### config.mk
export PLATFORM = sky130hd
export DESIGN_NAME = seq_mem_d1_initiator
export DESIGN_NICKNAME = d
export VERILOG_FILES = /design/src/rtl/seq_mem_d1_initiator.sv
export SDC_FILE = /design/constraint.sdc
export NUM_CORES = 1
export LEC_CHECK = 0
export ABC_CLOCK_PERIOD_IN_PS = 2600
export CORE_ASPECT_RATIO = 1.5
export CORE_UTILIZATION = 37
export DETAILED_ROUTE_END_ITERATION = 10
export GPL_ROUTABILITY_DRIVEN = 0
export PLACE_DENSITY = 0.87
export SLEW_MARGIN = 20
export SYNTH_ARGS = -nofsm -noshare
export SYNTH_HDL_FRONTEND = slang
export SYNTH_SLANG_ARGS = --single-unit
### constraint.sdc
create_clock -name clk -period 2.6 [get_ports clk]
set_clock_uncertainty 0.05 [all_clocks]
set_input_delay 0.52 -clock clk [delete_from_list [all_inputs] [get_ports clk]]
set_output_delay 0.52 -clock clk [all_outputs]
set_load 0.02 [all_outputs]
### src/rtl/seq_mem_d1_initiator.sv
// seq_mem_d1_initiator
//   Master-side sequencer for a single-port sequential memory (seq_mem_d1).
//   It takes burst read/write commands over valid/ready. Write beats stream
//   in on wr_*, and read words stream out on rsp_*. Only one memory access
//   is outstanding at a time, and read and write strobes are never high
//   together.
//
// Optional feature: define SEQ_MEM_BOUNDS_CHECK_EN to suppress accesses with
//   address >= SIZE. Such reads return 0 and such write beats are discarded.
//   Either case raises cmd_err alongside cmd_done. Without the macro every
//   address is issued unchanged and cmd_err is tied to 0.
//
// Ports
//   clk, reset          clock, synchronous active-high reset
//   cmd_*               burst command (write flag, start addr, len = words-1)
//   wr_valid/ready/data write beat stream (ready only while waiting for a beat)
//   rsp_valid/ready/    read word stream; rsp_last marks the final word
//     data/last
//   cmd_done, cmd_err   one-cycle completion pulse, error qualifier
//   mem_*               seq_mem_d1 interface (addr0, read_en, write_en, in,
//                       out, read_done, write_done)
module seq_mem_d1_initiator #(
    parameter int WIDTH    = 32,
    parameter int SIZE     = 64,
    parameter int IDX_SIZE = 8,
    parameter int LEN_W    = 8
) (
    input  logic                clk,
    input  logic                reset,
    input  logic                cmd_valid,
    output logic                cmd_ready,
    input  logic                cmd_write,
    input  logic [IDX_SIZE-1:0] cmd_addr,
    input  logic [LEN_W-1:0]    cmd_len,
    input  logic                wr_valid,
    output logic                wr_ready,
    input  logic [WIDTH-1:0]    wr_data,
    output logic                rsp_valid,
    input  logic                rsp_ready,
    output logic [WIDTH-1:0]    rsp_data,
    output logic                rsp_last,
    output logic                cmd_done,
    output logic                cmd_err,
    output logic [IDX_SIZE-1:0] mem_addr0,
    output logic                mem_read_en,
    output logic                mem_write_en,
    output logic [WIDTH-1:0]    mem_in,
    input  logic [WIDTH-1:0]    mem_out,
    input  logic                mem_read_done,
    input  logic                mem_write_done
);

    typedef enum logic [2:0] {
        IDLE, RD_ISSUE, RD_WAIT, RSP, WR_DATA, WR_WAIT, DONE
    } state_t;

    state_t              state, state_nxt;
    logic [IDX_SIZE-1:0] cur_addr, cur_addr_nxt;
    logic [LEN_W-1:0]    remaining, remaining_nxt;
    logic [WIDTH-1:0]    rsp_data_q, rsp_data_nxt;
    logic [IDX_SIZE-1:0] addr_inc;

    // Natural-width add: wraps modulo 2^IDX_SIZE.
    assign addr_inc = cur_addr + IDX_SIZE'(1);

    // Out-of-bounds flags for the command address, the next address of a
    // read burst, and the current address of a write beat.
    logic oob_cmd, oob_inc, oob_cur;

`ifdef SEQ_MEM_BOUNDS_CHECK_EN
    function automatic logic addr_oob(input logic [IDX_SIZE-1:0] a);
        return 32'(a) >= 32'(SIZE);
    endfunction

    assign oob_cmd = addr_oob(cmd_addr);
    assign oob_inc = addr_oob(addr_inc);
    assign oob_cur = addr_oob(cur_addr);

    // Sticky error: cleared when a command is accepted, set by any skipped
    // word. A read whose first word is out of range sets it at acceptance.
    logic err_q;
    logic err_clr, err_set;

    assign err_clr = (state == IDLE) && cmd_valid;
    assign err_set = ((state == IDLE) && cmd_valid && !cmd_write && oob_cmd)
                   | ((state == RSP) && rsp_ready && (remaining != '0) && oob_inc)
                   | ((state == WR_DATA) && wr_valid && oob_cur);

    always_ff @(posedge clk) begin
        if (reset)        err_q <= 1'b0;
        else if (err_set) err_q <= 1'b1;
        else if (err_clr) err_q <= 1'b0;
    end

    assign cmd_err = (state == DONE) && err_q;
`else
    assign oob_cmd = 1'b0;
    assign oob_inc = 1'b0;
    assign oob_cur = 1'b0;
    assign cmd_err = 1'b0;
`endif

    always_ff @(posedge clk) begin
        if (reset) begin
            state      <= IDLE;
            cur_addr   <= '0;
            remaining  <= '0;
            rsp_data_q <= '0;
        end else begin
            state      <= state_nxt;
            cur_addr   <= cur_addr_nxt;
            remaining  <= remaining_nxt;
            rsp_data_q <= rsp_data_nxt;
        end
    end

    assign rsp_data = rsp_data_q;

    always_comb begin
        state_nxt     = state;
        cur_addr_nxt  = cur_addr;
        remaining_nxt = remaining;
        rsp_data_nxt  = rsp_data_q;
        cmd_ready     = 1'b0;
        wr_ready      = 1'b0;
        rsp_valid     = 1'b0;
        rsp_last      = 1'b0;
        cmd_done      = 1'b0;
        mem_addr0     = '0;
        mem_read_en   = 1'b0;
        mem_write_en  = 1'b0;
        mem_in        = '0;

        case (state)
            IDLE: begin
                cmd_ready = 1'b1;
                if (cmd_valid) begin
                    cur_addr_nxt  = cmd_addr;
                    remaining_nxt = cmd_len;
                    if (cmd_write) begin
                        state_nxt = WR_DATA;
                    end else if (oob_cmd) begin
                        rsp_data_nxt = '0;
                        state_nxt    = RSP;
                    end else begin
                        state_nxt = RD_ISSUE;
                    end
                end
            end
            RD_ISSUE: begin
                mem_read_en = 1'b1;
                mem_addr0   = cur_addr;
                state_nxt   = RD_WAIT;
            end
            RD_WAIT: begin
                mem_addr0 = cur_addr;
                if (mem_read_done) begin
                    rsp_data_nxt = mem_out;
                    state_nxt    = RSP;
                end
            end
            RSP: begin
                rsp_valid = 1'b1;
                rsp_last  = (remaining == '0);
                if (rsp_ready) begin
                    if (remaining == '0) begin
                        state_nxt = DONE;
                    end else begin
                        remaining_nxt = remaining - LEN_W'(1);
                        cur_addr_nxt  = addr_inc;
                        if (oob_inc) begin
                            // Skipped word goes straight back out as zero.
                            rsp_data_nxt = '0;
                            state_nxt    = RSP;
                        end else begin
                            state_nxt = RD_ISSUE;
                        end
                    end
                end
            end
            WR_DATA: begin
                wr_ready  = 1'b1;
                mem_addr0 = cur_addr;
                if (wr_valid) begin
                    if (!oob_cur) begin
                        mem_write_en = 1'b1;
                        mem_in       = wr_data;
                        state_nxt    = WR_WAIT;
                    end else if (remaining == '0) begin
                        state_nxt = DONE;
                    end else begin
                        // Beat consumed and dropped; stay for the next one.
                        remaining_nxt = remaining - LEN_W'(1);
                        cur_addr_nxt  = addr_inc;
                    end
                end
            end
            WR_WAIT: begin
                mem_addr0 = cur_addr;
                if (mem_write_done) begin
                    if (remaining == '0) begin
                        state_nxt = DONE;
                    end else begin
                        remaining_nxt = remaining - LEN_W'(1);
                        cur_addr_nxt  = addr_inc;
                        state_nxt     = WR_DATA;
                    end
                end
            end
            DONE: begin
                cmd_done  = 1'b1;
                state_nxt = IDLE;
            end
            default: state_nxt = IDLE;
        endcase
    end

endmodule

# Word level (Yosys, flattened, before mapping)
# Index checks and enable logic that the tools add are counted.
# word_totals
register_bits,51
in_bits,88
output_inout_bits,80
# classes
mux,30
n_addsub,2
n_reduce_logical,7
eq_ne,11
# op_table
cell,count
two-way mux 8 bit,9
two-way mux 32 bit,2
one-hot mux 8 bit (3 select lines),2
two-way mux 3 bit,7
one-hot mux 3 bit (6 select lines),1
"inequality test 2 bit, second input constant",5
"== test 3 bit, second input constant",3
"adder 8 x 1 -> 8 bit, second input constant",1
zero test 8 bit,1
two-way mux 1 bit,8
"subtractor 8 x 1 -> 8 bit, second input constant",1
"== test 3 x 2 -> 1 bit, second input constant",2
AND reduction 5 bit,1
AND reduction 4 bit,1
OR reduction 4 bit,1
"== test 3 x 1 -> 1 bit, second input constant",1
zero test 3 bit,1
nonzero test 3 bit,1
two-way mux 2 bit,1
AND reduction 2 bit,1

# Depth between registers and ports, before layout
# Gate-level depths: netlist of run 1.
# logic_depth
word_depth,4
ltp_mapped,8
ltp_nobuf,7

# Least setup slack after synthesis of run 1
# No wires, ideal clock.
# synth_path
path_type,register -> output
start,register state[0]
end,output port mem_in[23]
path_buffers,3
arrival_ns,1.755
required_ns,2.030
path_slack_ns,0.275
path_stages_with_launch,6
cell_sequence,dfxtp_1 buf_2 buf_1 nor3b_1 clkbuf_1 and3_1
# synth_via
elab_chain_len,2
# synth_rtl
item,line,source
"start, declared",57,"state_t state, state_nxt;"
"start signal, assigned",110,state <= state_nxt;
== test 3 bit,134,case (state)
two-way mux 32 bit,134,
"end, declared",47,"output logic [WIDTH-1:0] mem_in,"
# No other way between the ends.

# Worst setup path after layout of run 1
# layout_path
start,input port wr_valid
end,output port mem_in[3]
# layout_via
elab_chain_len,2
# layout_rtl
item,line,source
"start, declared",35,"input logic wr_valid,"
two-way mux 32 bit,184,if (wr_valid) begin
two-way mux 32 bit,134,
# No other way between the ends.

==> summary.txt, run 1 <==
STA
  • Setup violations, final: 0
  • Hold Vio Cnt, Final: 0
  • Setup total negative slack: 0 ns
  • Max Fclk: 0.3902 GHz
  • Tmin final: roughly 2.6 ns
  • Part of the cycle the worst path needs: 98.56%
  • Final slew viol count: 0
  • WHS: 0.4087 ns

Layout
  • Layout Utilization: 65.96%
  • Layout filler cell count: 614
  • Ratio of cells with drive above 1 in the final layout: 7.621%
  • Fin area: 4736 sq um
  • Commonest non-fill, non-tap cell in the layout: clkdlybuf4s50_1
  • Area Overhead vs Synth: 72.99%
  • Antenna diodes: 0
  • Commonest non-fill, non-tap cells in the layout: 143 x clkdlybuf4s50_1, 81 x nand2_1, 50 x a21oi_1
  • Net count reported at finish: ~630
  • Final Non-Filler Cells: 638

Drt
  • First DRT Iteration DRCs: 215
  • Met1 Wirelength: 3719 um
  • Via Count: 3277
  • WL/cell: 14.81 um
  • Met2 wire length: just under 5000 um
  • DRT Pass-1 Iters: 4
  • Met3 wire length: 569 um
  • Vias per inst: 5.136
  • Top sig layer: met4
  • Post-Route WL: ~9500 um
  • Routed Antenna Nets: 0
  • # DRC: 0

Synth
  • Post-Syn Instances: 375
  • FF+latch count, synth: 51
  • Mapped Area: ~2700 sq um
  • Yosys Warn Count: 0
  • Net count after synthesis: between 400 and 500
  • Syn_area_per_cell: roughly 7.3 sq um
  • Register area share after synthesis: 37.29%
  • Synth cell types: 47

Floorplanning
  • Initial Util: 38.13%
  • Number of core rows: 38
  • I/O pins: 168
  • Core area: 7179 sq um
  • Die width: 72.23 um
  • Die height: 107.4 um
  • Die area: 7754 sq um

Clocking
  • CTS sink cnt: 51
  • H-tree depth: 2
  • CTS max path bufs: 2
  • CTS clk-pin slew, worst paths: 0.10 ns
  • Hold buffer count at cts: 0
  • CTS Root Cell: clkbuf_8
  • TritonCTS clock tree: yes
  • Worst-Skew Late Latency: around 0.30 ns
  • CTS Buf Count: 5

Setup path
  • CP Launch Type: input port
  • WS Path Type: input port to primary output
  • Required @ worst endpoint: about 2 ns
  • Worst path cell trace: clkdlybuf4s50_1 -> buf_4 -> and3_1 -> clkdlybuf4s50_1
  • Crit path max-delay family: buffers and inverters
  • CP max stage delay: 0.61 ns
  • Critical Path Sink Type: primary output
  • Slowest cell on crit path: clkdlybuf4s50_1
  • Crit path max fanout: 13
  • CP bufs+invs: 3
  • Most used cell along the critical path: clkdlybuf4s50_1
  • Critical Path AT: 1.99 ns

Min path
  • Worst min-delay path category: register to register

Placement
  • Dpl cells: 629
  • Buffers on Ports: 166
  • DP Area: 4536 sq um
  • DP HPWL: 6951 um

Global route
  • Gr ovfl total: 0
  • Largest net degree at the start of global routing: 35
  • First-pass GRT wire length: 14320 um
  • Antenna violations before repair: 0
  • Vias in the first global route: 3086
  • GRT Util Overall: a little under a quarter

Flow run
  • Total of max-cap violations: 0

Power
  • P_leak: roughly 0.0022 uW
  • PD cells: 871.8 nW/um^2
  • Peak VDD IR: 0.5340 mV

Run status
  • Status: completed
cell families (layout without fill, tap and decap cells):
kind of cell / count (synthesis) / count (layout) / share of synthesized area [%]
AO/OA/AOI/OAI: 96 / 96 / 21.39
XOR/XNOR: 1 / 1 / 0.3200
adder cells (fa/ha/maj): 3 / 3 / 1.371
buffers and inverters: 37 / 200 / 5.621
flip-flops: 51 / 51 / 37.29
other: 1 / 1 / 0.1370
AND/OR/NAND/NOR: 186 / 186 / 33.87
tightest hold or removal path, stage by stage (launching register included):
cell and delay (ns):
dfxtp_1 0.32, nand2_1 0.05, a21oi_1 0.05
report_power, final:
group | switching (uW) | internal [uW] | leakage [uW] | total, uW
Sequential | 198 | 957 | 0.000416 | 1160
Clock | 275 | 317 | 0.0000618 | 592
Combinational | 1270 | 1110 | 0.00172 | 2380
per-layer routing:
metal / global-route usage (%) / vias up
met5: 0 / -
met4: 8.123 / 0
met3: 6.180 / 25
met2: 40.65 / 128
met1: 26.26 / 1510
li1: - / 1614
flip-flops by register name, summed over array words and instances (netlist names):
| register | count |
|---|---|
| rsp_data | 32 |
| state | 3 |
| remaining | 8 |
| cur_addr | 8 |
path summary, 6_finish.rpt:
check,slack [ns],startpoint,to,cells past startpoint
max reg2reg,0.49,state[0],remaining[0],6
min reg2reg,0.41,rsp_data[19],rsp_data[19],2
min,0.41,rsp_data[19],rsp_data[19],2
max,0.04,wr_valid,mem_in[3],4
synth_stat cells (all sizes together):
library cell	count	area [sq um]
buf	9	48.79
a21oi	50	250.2
or3	4	25.02
nand2b	5	31.28
and3b	1	8.760
a211oi	5	42.54
a221oi	1	15.01
ha	3	37.54
nand3b	4	30.03
nor2	19	71.32
o211ai	1	7.510
o32ai	1	8.760
o21ai	19	95.09
nor3b	2	15.01
dfxtp	51	1021
o211a	1	10.01
o21a	1	7.510
o31a	2	17.52
conb	1	3.750
o31ai	1	7.510
nand3	3	20.02
a21o	4	30.03
and3	34	212.7
nand4	2	12.51
nor3	8	45.04
nand2	81	304.0
a31oi	1	6.260
a311oi	3	32.53
or4	1	7.510
a31o	2	17.52
a2111o	1	11.26
nor2b	2	12.51
nor4bb	1	10.01
and2	15	93.84
inv	6	22.52
nor4	3	18.77
a32oi	1	8.760
xor2	1	8.760
nor4b	1	8.760
clkbuf	22	82.58
a211o	2	17.52
repair_timing:
| item | 4_1_cts | 5_1_grt |
|---|---|---|
| gates resized for setup | 6 | 25 |
| endpoints found under the setup margin | 42 | 33 |
| gates cloned | 0 | 1 |
| pin swaps | 0 | 1 |
| buffers inserted | 0 | 0 |
final cells by class:
class                           instances  area [sq um]  share of cell area [%]
Clock buffer                            6         82.58                   1.744
Sequential cell                        51          1025                   21.64
Tap cell                              100         125.1                   2.642
Inverter                                6         22.52                  0.4756
Clock inverter                          2         38.79                  0.8190
Multi-Input combinational cell        287          1580                   33.37
Timing Repair Buffer                  186          1862                   39.31
stage by stage:
stage	setup WS, ns	total power, uW
5_1_grt	-0.01652	4388
6_report	0.03750	4128
3_5_place_dp	0.02779	3480
3_3_place_gp	0.09351	3409
4_1_cts	0.01073	4091
2_1_floorplan	0.2748	2551
No activity file was read; power rests on OpenSTA's default activity.
==> run 2: changes to the inputs <==
--- a/config.mk
+++ b/config.mk
@@ -5,12 +5,13 @@
 export SDC_FILE = /design/constraint.sdc
 export NUM_CORES = 1
 export LEC_CHECK = 0
+export ABC_AREA = 1
 export ABC_CLOCK_PERIOD_IN_PS = 2600
 export CORE_ASPECT_RATIO = 1.5
-export CORE_UTILIZATION = 37
+export CORE_UTILIZATION = 27
 export DETAILED_ROUTE_END_ITERATION = 10
 export GPL_ROUTABILITY_DRIVEN = 0
-export PLACE_DENSITY = 0.87
+export PLACE_DENSITY = 0.68
 export SLEW_MARGIN = 20
 export SYNTH_ARGS = -nofsm -noshare
 export SYNTH_HDL_FRONTEND = slang
==> run 2 against run 1 <==
Compared with the run above: die area is 40% higher; non-clock buffer count shrank 14; global-route usage decreased by 6.5 points.
==> summary.txt, run 2 <==
Synth
  • Yosys Warn Count: 0 (unchanged)
  • Top cells by count, synth: 153 x nor2_1, 96 x nand2_1, 57 x o21ai_0, 51 x dfxtp_1, 29 x inv_1 (was 81 x nand2_1, 51 x dfxtp_1, 50 x a21oi_1, 34 x and3_1, 22 x clkbuf_1)
  • Top cells by area, synth: dfxtp_1 36%, nor2_1 20%, nand2_1 13%, o21ai_0 10%, inv_1 3.9% (was dfxtp_1 37%, nand2_1 11%, a21oi_1 9.1%, and3_1 7.8%, o21ai_0 3.5%)
  • Yosys top cell area share: 36.20% (was 37.29%)
  • Synth Flop Type: dfxtp_1 (unchanged)
  • Most numerous cell in the Yosys netlist: nor2_1 (was nand2_1)
  • Yosys top cell by area: dfxtp_1 (unchanged)
  • Mapped Area: 2820 sq um (was 2738 sq um)
  • Synth async-reset ratio: 0% (unchanged)
  • Register area share after synthesis: 36.20% (was 37.29%)
  • Number of synthesized flops with an enable pin: 0 (unchanged)
  • FF+latch count, synth: 51 (unchanged)
  • Post-Syn Instances: 466 (was 375)
  • Net count after synthesis: 557 (was 466)
  • Synth cell types: 25 (was 47)
  • Syn_area_per_cell: 6.052 sq um (was 7.300 sq um)

Setup path
  • Critical Path Sink Type: primary output (unchanged)
  • Critical Path AT: 1.99 ns (about the same)
  • CP bufs+invs: 3 (unchanged)
  • Slowest cell on crit path: clkdlybuf4s50_1 (unchanged)
  • Required @ worst endpoint: 2.03 ns (about the same)
  • Worst path cell trace: clkdlybuf4s50_1 -> buf_12 -> nand2_1 -> nor2_1 -> clkdlybuf4s50_1 (was clkdlybuf4s50_1 -> buf_4 -> and3_1 -> clkdlybuf4s50_1)
  • Crit path max-delay family: buffers and inverters (unchanged)
  • Crit path max fanout: 34 (was 13)
  • CP Launch Type: input port (unchanged)
  • WS Path Type: input port to primary output (unchanged)
  • Most used cell along the critical path: clkdlybuf4s50_1 (unchanged)
  • CP max stage delay: 0.61 ns (about the same)

STA
  • Setup total negative slack: 0 ns (unchanged)
  • Tmin final: 2.556 ns (was 2.563 ns)
  • Setup violations, final: 0 (unchanged)
  • Part of the cycle the worst path needs: 98.30% (was 98.56%)
  • Final slew viol count: 0 (unchanged)
  • Measured slew at the worst slew-check pin: 0.9994 ns
  • Hold Vio Cnt, Final: 0 (unchanged)
  • Slew headroom: 33.30%
  • RSZ-0062 raised after global routing: false
  • Max Fclk: 0.3913 GHz (was 0.3902 GHz)

Drt
  • Vias per inst: 4.648 (was 5.136)
  • Via Count: 3430 (was 3277)
  • Routed Antenna Nets: 0 (unchanged)
  • # DRC: 0 (unchanged)
  • Post-Route WL: 9208 um (was 9451 um)
  • First DRT Iteration DRCs: 113 (was 215)
  • DRT Pass-1 Iters: 4 (unchanged)
  • Top sig layer: met4 (unchanged)
  • Met3 wire length: 754 um (was 569 um)
  • Met1 Wirelength: 3481 um (was 3719 um)
  • WL/cell: 12.48 um (was 14.81 um)
  • Met2 wire length: 4811 um (was 4924 um)

Floorplanning
  • Die area: 10870 sq um (was 7754 sq um)
  • I/O pins: 168 (unchanged)
  • Die height: 127.2 um (was 107.4 um)
  • Die width: 85.45 um (was 72.23 um)
  • Initial Util: 27.83% (was 38.13%)
  • Number of core rows: 45 (was 38)
  • Core area: 10130 sq um (was 7179 sq um)

Clocking
  • CTS Buf Count: 5 (unchanged)
  • CTS max path bufs: 2 (unchanged)
  • Hold buffer count at cts: 0 (unchanged)
  • CTS Root Cell: clkbuf_16 (was clkbuf_8)
  • TritonCTS clock tree: yes (unchanged)
  • CTS clk-pin slew, worst paths: 0.06 ns (was 0.10 ns)
  • H-tree depth: 2 (unchanged)
  • CTS sink cnt: 51 (unchanged)
  • Worst-Skew Late Latency: 0.29 ns (was 0.30 ns)

Global route
  • Vias in the first global route: 3170 (was 3086)
  • First-pass GRT wire length: 14350 um (was 14320 um)
  • Antenna violations before repair: 0 (unchanged)
  • GRT Util Overall: 16.61% (was 23.07%)
  • Gr ovfl total: 0 (unchanged)
  • Largest net degree at the start of global routing: 39 (was 35)

Layout
  • Net count reported at finish: 711 (was 628)
  • Layout filler cell count: 1006 (was 614)
  • Area taken by multi-input logic gates: 1556 sq um (was 1580 sq um)
  • Layout Utilization: 47.02% (was 65.96%)
  • Max reg flops: 32 (unchanged)
  • Commonest non-fill, non-tap cell in the layout: nor2_1 (was clkdlybuf4s50_1)
  • Ratio of cells with drive above 1 in the final layout: 4.670% (was 7.621%)
  • Commonest non-fill, non-tap cells in the layout: 151 x nor2_1, 134 x clkdlybuf4s50_1, 96 x nand2_1 (was 143 x clkdlybuf4s50_1, 81 x nand2_1, 50 x a21oi_1)
  • Final Non-Filler Cells: 738 (was 638)
  • Reg area: 1023 sq um (was 1025 sq um)
  • Area Overhead vs Synth: 68.99% (was 72.99%)
  • Antenna diodes: 0 (unchanged)

Min path
  • Worst min-delay path category: register to register (unchanged)

Power
  • Peak VDD IR: 0.5163 mV (was 0.5340 mV)
  • PD cells: 812.6 nW/um^2 (was 871.8 nW/um^2)
  • P_leak: 0.002493 uW (was 0.002193 uW)
  • Pwr Total: 3873 uW (was 4128 uW)

Run status
  • Status: completed (unchanged)

Placement
  • Dpl cells: 730 (was 629)
  • Buffers on Ports: 166 (unchanged)
  • DP HPWL: 6882 um (was 6951 um)

Flow run
  • Total of max-cap violations: 0 (unchanged)
-- run 2: tightest hold or removal path, stage by stage (launching register included) --
cell and delay, ns:
dfxtp_1 0.32, o21ai_0 0.08, nor2_1 0.08
-- run 2: area by class of cell --
cell class,instances,share of cell area [%]
Clock buffer,7,2.783
Clock inverter,1,0.1050
Inverter,33,2.599
Multi-Input combinational cell,357,32.66
Sequential cell,51,21.48
Tap cell,117,3.072
Timing Repair Buffer,172,37.31
-- run 2: cell families after synthesis --
logic type      synth area share [%]
other cells                   0.1330
flops                          36.20
buf+inv                        8.784
simple gates                   40.95
fa+ha+maj                      1.331
compound gates                 12.60
-- run 2: per-stage QoR --
stage	area, sq um	setup slack [ns]	hold WS [ns]
5_1_grt	4766	0.002705	0.4819
4_1_cts	4708	0.01479	0.4678
2_1_floorplan	2820	0.6705	0.4320
3_3_place_gp	4577	0.02267	0.4431
3_5_place_dp	4577	-0.03981	0.4512
6_report	4766	0.04427	0.4622
-- run 2: final timing paths --
| kind | from | endpoint | slack (ns) | depth (start not counted) |
|---|---|---|---|---|
| worst max-delay path | wr_valid | mem_in[13] | 0.04 | 5 |
| worst min-delay path | rsp_data[15] | rsp_data[15] | 0.46 | 2 |
| worst max register to register | state[1] | remaining[1] | 0.70 | 9 |
| worst min register to register | rsp_data[15] | rsp_data[15] | 0.46 | 2 |
-- run 2: where the power goes --
part           internal (uW)  switching, uW  total, uW
Combinational            827           1270       2090
Sequential               969            170       1140
Clock                    356            282        638
Total                   2150           1720       3870
-- run 2: metal layers --
metal	GRT usage, %	vias to the layer above
li1	-	1754
met1	16.37	1531
met2	32.28	135
met3	4.264	10
met4	6.667	0
met5	0	-
-- run 2: timing repair --
| action | CTS | global route |
|---|---|---|
| gates cloned | 0 | 0 |
| buffers inserted | 0 | 0 |
| gates resized for setup | 12 | 23 |
| endpoints found under the setup margin | 10 | 23 |
